<file path="src/rtl/if_pkg.sv">
// Shared constants and the fetch-entry record carried through the fetch queue.
package if_pkg;

   localparam int              NBITS     = 32;
   localparam logic [NBITS-1:0] TEXT_BASE = 32'h0040_0000;
   localparam logic [NBITS-1:0] RESET_PC  = 32'h0040_0000;
   localparam logic [NBITS-1:0] NOP       = '0;

   typedef struct packed {
      logic [NBITS-1:0] instr;
      logic [NBITS-1:0] pc;
      logic [NBITS-1:0] pc4;
      logic             fault;
   } fetch_entry_t;

endpackage

</file>
<file path="src/rtl/fetch_fifo.sv">
// Synchronous FIFO with a flush input that beats push, and push-while-full when
// the head is popped in the same cycle. Head data is read straight from storage.
module fetch_fifo #(
   parameter int WIDTH = 8,
   parameter int DEPTH = 4
) (
   input  logic                     clk,
   input  logic                     rst_n,
   input  logic                     clear_i,
   input  logic                     push_i,
   input  logic                     pop_i,
   input  logic [WIDTH-1:0]         wdata_i,
   output logic [WIDTH-1:0]         rdata_o,
   output logic                     valid_o,
   output logic [$clog2(DEPTH):0]   count_o
);

   localparam int PW = $clog2(DEPTH);
   localparam int CW = PW + 1;

   logic [WIDTH-1:0] mem_q [DEPTH];
   logic [PW-1:0]    rd_q, rd_d, wr_q, wr_d;
   logic [CW-1:0]    count_q, count_d;
   logic             do_push, do_pop;

   // Handshake: the head transfers when valid_o & pop_i; pop_i without valid_o is ignored.
   assign valid_o = (count_q != '0);
   assign do_pop  = pop_i & valid_o;
   assign do_push = push_i & ~clear_i & ((count_q != CW'(DEPTH)) | do_pop);

   always_comb begin
      rd_d    = rd_q;
      wr_d    = wr_q;
      count_d = count_q;
      if (clear_i) begin
         rd_d    = wr_q;
         count_d = '0;
      end else begin
         if (do_push) wr_d = wr_q + PW'(1);
         if (do_pop)  rd_d = rd_q + PW'(1);
         if (do_push && !do_pop)      count_d = count_q + CW'(1);
         else if (do_pop && !do_push) count_d = count_q - CW'(1);
      end
   end

   always_ff @(posedge clk or negedge rst_n) begin
      if (!rst_n) begin
         for (int i = 0; i < DEPTH; i++) mem_q[i] <= '0;
         rd_q    <= '0;
         wr_q    <= '0;
         count_q <= '0;
      end else begin
         rd_q    <= rd_d;
         wr_q    <= wr_d;
         count_q <= count_d;
         if (do_push) mem_q[wr_q] <= wdata_i;
      end
   end

   assign rdata_o = mem_q[rd_q];
   assign count_o = count_q;

endmodule

</file>
<file path="src/rtl/if_fetch_queue.sv">
// Instruction fetch: PC register, program-memory addressing with range/alignment
// fault tagging, and a decoupling queue toward decode with redirect flush.
module if_fetch_queue
   import if_pkg::fetch_entry_t;
   import if_pkg::NOP;
#(
   parameter int                NBITS        = if_pkg::NBITS,
   parameter int                MEMORY_DEPTH = 512,
   parameter logic [NBITS-1:0]  TEXT_BASE    = if_pkg::TEXT_BASE,
   parameter logic [NBITS-1:0]  RESET_PC     = if_pkg::RESET_PC,
   parameter int                QDEPTH       = 4
) (
   input  logic                          clk,
   input  logic                          reset,
   input  logic                          redirect_valid,
   input  logic [NBITS-1:0]              redirect_addr,
   output logic [$clog2(MEMORY_DEPTH)-1:0] imem_addr,
   input  logic [NBITS-1:0]              imem_rdata,
   output logic                          out_valid,
   input  logic                          out_ready,
   output logic [NBITS-1:0]              out_instr,
   output logic [NBITS-1:0]              out_pc,
   output logic [NBITS-1:0]              out_pc4,
   output logic                          out_fault,
   output logic [$clog2(QDEPTH):0]       q_count
);

   localparam int               AW        = $clog2(MEMORY_DEPTH);
   localparam int               CW        = $clog2(QDEPTH) + 1;
   localparam logic [NBITS-1:0] MEM_BYTES = NBITS'(MEMORY_DEPTH * 4);

   logic [NBITS-1:0] pc_q, pc_d, offset;
   logic             in_range, pop, push;
   fetch_entry_t     wr_entry, rd_entry;

   assign offset    = pc_q - TEXT_BASE;
   assign imem_addr = offset[AW+1:2];
   assign in_range  = (offset < MEM_BYTES) && (pc_q[1:0] == 2'b00);
   assign pop       = out_valid & out_ready;
   assign push      = ~redirect_valid & ((q_count < CW'(QDEPTH)) | pop);

   // Out-of-range fetches still enter the queue, as a tagged NOP.
   always_comb begin
      wr_entry.instr = in_range ? imem_rdata : NOP;
      wr_entry.pc    = pc_q;
      wr_entry.pc4   = pc_q + NBITS'(4);
      wr_entry.fault = ~in_range;
   end

   always_comb begin
      pc_d = pc_q;
      if (redirect_valid) pc_d = redirect_addr;
      else if (push)      pc_d = pc_q + NBITS'(4);
   end

   always_ff @(posedge clk or negedge reset) begin
      if (!reset) pc_q <= RESET_PC;
      else        pc_q <= pc_d;
   end

   fetch_fifo #(
      .WIDTH ($bits(fetch_entry_t)),
      .DEPTH (QDEPTH)
   ) u_fifo (
      .clk     (clk),
      .rst_n   (reset),
      .clear_i (redirect_valid),
      .push_i  (push),
      .pop_i   (pop),
      .wdata_i (wr_entry),
      .rdata_o (rd_entry),
      .valid_o (out_valid),
      .count_o (q_count)
   );

   assign out_instr = rd_entry.instr;
   assign out_pc    = rd_entry.pc;
   assign out_pc4   = rd_entry.pc4;
   assign out_fault = rd_entry.fault;

endmodule
</file>
<file path="config.mk">
export PLATFORM = sky130hd
export DESIGN_NAME = if_fetch_queue
export DESIGN_NICKNAME = d
export VERILOG_FILES = /design/src/rtl/if_pkg.sv /design/src/rtl/fetch_fifo.sv /design/src/rtl/if_fetch_queue.sv
export SDC_FILE = /design/constraint.sdc
export NUM_CORES = 1
export LEC_CHECK = 0
export ABC_AREA = 1
export ABC_CLOCK_PERIOD_IN_PS = 1600
export CORE_ASPECT_RATIO = 1.5
export CORE_MARGIN = 4
export CORE_UTILIZATION = 50
export CTS_CLUSTER_DIAMETER = 80
export DETAILED_ROUTE_END_ITERATION = 8
export PLACE_DENSITY_LB_ADDON = 0.25
export SETUP_SLACK_MARGIN = 0.4
export SYNTH_ARGS = -nofsm -noshare
export SYNTH_HDL_FRONTEND = slang
export SYNTH_SLANG_ARGS = --single-unit
</file>
<file path="constraint.sdc">
create_clock -name clk -period 1.6 [get_ports clk]
set_input_delay 0.24 -clock clk [delete_from_list [all_inputs] [get_ports clk]]
set_output_delay 0.24 -clock clk [all_outputs]
set_load 0.005 [all_outputs]
</file>
After elaboration in Yosys (flattened, before gate mapping)
Cells that the tools add are included.

Add/sub/neg operators: 6. $lt $le $gt $ge: 5. Equality and inequality tests: 1. Mux-type cells: 14. Bitwise gates (word level): 11. Reduce and logical (&&, ||, !) cells: 12.

Operators with widths (number): $bwmux W388 (1); $mux W97 (3); $bmux W97 S2 (1); $demux W97 S2 (1); $mux W32 (3); $add A32 B3 Y32 const B (1); $lt A32 B12 Y1 const B (1); $sub A32 B23 Y32 const B (1); $mux W3 (3); $ge A3 B3 Y1 const B (2); $not A2 Y3 (2); $reduce_bool A3 Y1 (2); $and A1 B1 Y1 (5); $add A2 B1 Y2 const B (2); $logic_and A1 B1 Y1 (4); $mux W2 (2); $reduce_bool A2 Y1 (2); $add A3 B1 Y3 const B (1); $lt A3 B1 Y1 const B (1); $lt A3 B3 Y1 const B (1); $ne A3 B3 Y1 const B (1); $sub A3 B1 Y3 const B (1); $logic_not A1 Y1 (2); $logic_not A2 Y1 (1); other kinds (3) (5).

Flip-flop bits (word level): 427. Input port bits: 68. Word-level logic and storage cells: 57.

Logic depth before layout (Yosys ltp)
Word-level depth: 11. Depth in mapped cells: 10. Gate-level depth less buffers: 10.

Modules after synthesis
A second synthesis with hierarchy kept.

Cell total of the unflattened synthesis: 2772. Area total of the unflattened synthesis: 21536.9 um^2.

By module, submodules not included: fetch_fifo (instances 1, cells an instance 2297, area an instance 18714.2 um^2); if_fetch_queue (instances 1, cells an instance 475, area an instance 2822.7 um^2).

Worst setup path before layout
OpenSTA, ideal clock, no wires.

Kind: register to register. From: register u_fifo.count_q[2], in the netlist u_fifo.count_o[2]. To: register u_fifo.count_q[1], in the netlist u_fifo.count_o[1]. Setup time: 83 ps. Arrival: 1634 ps. Data required time: 1517 ps. Slack: -116 ps. Cell stages (with the launch flop): 8. Buffers on the path: 1. Path through: dfrtp_1 > inv_1 > or2_4 > nand2_8 > buf_12 > a21oi_1 > fa_1 > o21ai_0.

Longest elaborated chain between the ends: 9.

RTL lines: from (decl) (RTL line fetch_fifo.sv:23) `logic [CW-1:0] count_q, count_d;`; from (signal assigned) (RTL line fetch_fifo.sv:55) `count_q <= count_d;`; parallel branches: the longest is 9 deep, another holds $lt A3 B3 Y1.

Parallel ways; which one is timed is not known. A chain may end at the register's enable or synchronous reset.

Final worst setup path
From: register u_fifo.rd_q[0]. To: output out_pc4[14].

Longest elaborated chain between the ends: 4.

RTL lines: from (decl) (RTL line fetch_fifo.sv:22) `logic [PW-1:0] rd_q, rd_d, wr_q, wr_d;`; from (signal assigned) (RTL line fetch_fifo.sv:53) `rd_q <= rd_d;`; $not A2 Y3 (not written as such) (RTL line fetch_fifo.sv:60) `assign rdata_o = mem_q[rd_q];`; $bmux W97 S2 (RTL line fetch_fifo.sv:60); $mux W97 (not written as such) (2 in a row) (RTL line fetch_fifo.sv:60); to (decl) (RTL line if_fetch_queue.sv:23) `output logic [NBITS-1:0] out_pc4,`.

No other way between the ends. The select of a mux whose other input is x is not followed.

==> impl_metrics.ini <==
[route]
drt_iter0_drc = 2423
ant_nets = 0
wl_met2_um = 39200
dr_wl_met3_um = 6970
drc = 0
wl_met1_um = 28400
via_count = 20700
drt-total-wl_um = 82000
firstDrtPassIters = 6
viasPerCell = 6.22
wl_per_cell_um = 24.6
dr.max_layer_used = met4

[synth]
ys.flop_type = dfrtp_1
synth_common_cells = nand2_1 (684), dfrtp_1 (418), o21ai_0 (356)
ys_warn_count = 0
synthTopCellsByArea = dfrtp_1 (53%), nand2_1 (13%), o21ai_0 (9.1%)
netlist.area_leader.share_pct = 53.5
syn_nets = 2431
synth.most_common_cell = nand2_1
ys_types = 33
synth.ff_latch_count = 419
async_flop_share_pct = 100
synth_area_um2 = 19600
synth_area_per_cell_um2 = 8.30
yosysSeqAreaShare_pct = 53.6
yosys.area.top_type = dfrtp_1
synth_edf_count = 0
netlist_instances = 2357

[final_layout]
fill_cells = 2352
num_antenna_cells = 0
layout-drive-gt1-share_pct = 39.8
syn_to_final_growth_pct = 52.4
fin_cells = 3335
final_area_um2 = 29800
final_core_util_pct = 77.3
nets = 2883
area.sequential_um2 = 10500
multiInputGateArea_um2 = 10100

[sta]
fmax_ghz = 0.426
worst_slack_ns = -0.748
setup_viol = 461
hold_viol = 0
slew_violations = 0
worst_pin_slew_ns = 0.480
fin_crit_sh_pct = 147
period_minus_slack_ns = 2.35
hold_ws_ns = 0.150
finalClockSkew_ns = 0.0231
rsz0062_at_grt = yes
relSlewSlack_pct = 68.0

[critical_path]
rr_worst_depth = 9
end_kind = output port
crit_path_start_kind = register
cp.required_ns = 1.36
rrSetupSlack_ns = -0.64
cp_common_cell = buf_12
cp_num_buf_inv = 6
reg2reg_to = u_fifo.mem_q[177]
cp_top_family = buffers and inverters
worstReg2RegStart = pc_q[16]
critPathKind = reg2out
crit_path_max_incr_delay_ns = 0.52
path_max_fanout = 9
crit_slowest_cell = dfrtp_4
crit_chain = buf_12 > clkinv_16 > buf_12 > buf_12 > buf_12 > nor2_1 > o22ai_1 > buf_2
worst-endpoint-arrival_ns = 2.11

[die]
start_util_pct = 50.8
die_w_um = 169
fp-row-count = 88
ios = 178
die_height_um = 250
coreArea_um2 = 38500
dieArea_um2 = 42400

[clocking]
cts_buffer_depth = 3
cts_made_buffers = 42
cts-root-buf = clkbuf_16
htree_levels = 2
clock_latency_ns = 0.56
cts_tree = built
clock-sinks = 419
clkTransAtPathRegs_ns = 0.06

[power]
vdd_ir_drop_max_uv = 1340
finalPower_mw = 59.7
cellPowerDensity_nw_per_um2 = 2000
p_leak_nw = 13.9

[min_path]
hp-class = in2async

[global_route]
grt_max_degree = 80
grt_pass1_wl_um = 97000
grt_pass1_vias = 18000
antenna_found_initial = 0
grt.overflow.total = 0
track_usage_pct = 28.5

[place]
dp_hpwl_um = 42300
dp.cells = 3087
finalWeightedCongestion = 0.918
dpl_cell_area_um2 = 23800
portBuffers = 177

[run_status]
violations = negative setup slack
status = finished, violations left

[run]
maxCapViolations = 0
[state kept, by name, summed over array words and instances, names as in the netlist]
| name | count |
|---|---|
| pc_q | 32 |
| u_fifo.count_o | 3 |
| u_fifo.mem_q | 380 |
| u_fifo.rd_q | 2 |
| u_fifo.wr_q | 2 |
[per-stage QoR]
step | setup TNS [ns] | worst slack, ns
3_3_place_gp | -133.56 | -0.450
4_1_cts | -109.85 | -1.01
5_1_grt | -130.29 | -0.802
2_1_floorplan | -0.0235 | -0.0235
3_5_place_dp | -146.74 | -0.466
6_report | -106.49 | -0.748
[cell families (layout without fill, tap and decap cells)]
group	count (synthesis)	after routing	share of synthesized area [%]
flops	419	419	53.6
compound gates	612	612	17.3
buf+inv	261	744	6.29
fa+ha+maj	6	6	0.422
simple gates	1045	1045	21.7
xor+xnor	14	14	0.627
[cell usage in the layout (no fill, tap or decap), drive strengths merged]
cell type	n
a21boi	1
a21oi	38
a22oi	21
buf	412
bufinv	1
clkbuf	146
clkdlybuf4s50	66
clkinv	10
clkinvlp	1
dfrtp	418
dfstp	1
dlygate4sd3	1
dlymetal6s2s	13
fa	1
ha	5
inv	94
nand2	685
nand3	36
nand4	36
nor2	252
o211ai	7
o21ai	448
o22ai	97
or2	36
xor2	14
[worst max path at each step]
stage                            from           endpoint  slack (ns)  depth (start not counted)
CTS                    u_fifo.rd_q[0]        out_pc4[28]       -1.01                          6
floorplan           u_fifo.count_o[2]  u_fifo.count_o[1]       -0.02                          7
finish                 u_fifo.rd_q[0]        out_pc4[14]       -0.75                          8
global route           u_fifo.rd_q[0]        out_pc4[14]       -0.80                          8
detailed placement     u_fifo.rd_q[0]          out_pc[3]       -0.47                          5
global placement       u_fifo.rd_q[0]        out_pc4[28]       -0.45                          6
[per-layer routing]
layer	GRT usage (%)	up-vias
li1	-	8736
met1	36.3	10100
met2	48.4	1457
met3	3.88	465
met4	12.9	0
met5	0	-
[report_power, final]
| group | switching, mW | internal [mW] | total [mW] |
|---|---|---|---|
| clock network | 4.28 | 5.85 | 10.1 |
| logic | 17.2 | 15.3 | 32.5 |
| registers | 2.86 | 14.1 | 17.0 |
| total | 24.3 | 35.3 | 59.7 |
[cell type report]
cell class                 instances  share of cell area, %
timing repair buffer             569                   22.4
inverter                          93                   1.49
timing repair inverter             7                  0.302
clock inverter                     6                  0.193
clock buffer                      69                   4.48
multi-input combinational       1677                   33.8
tap                              495                   2.08
sequential                       419                   35.2
[timing repair]
action	4_1_cts	5_1_grt
cloned	0	72
resized for setup	117	999
endpoints found under the setup margin	527	527
buffers inserted	0	100
pin swaps	11	223
hold buffers	1	0
hold endpoints to repair	305	0
(Power assumes the default switching activity.)
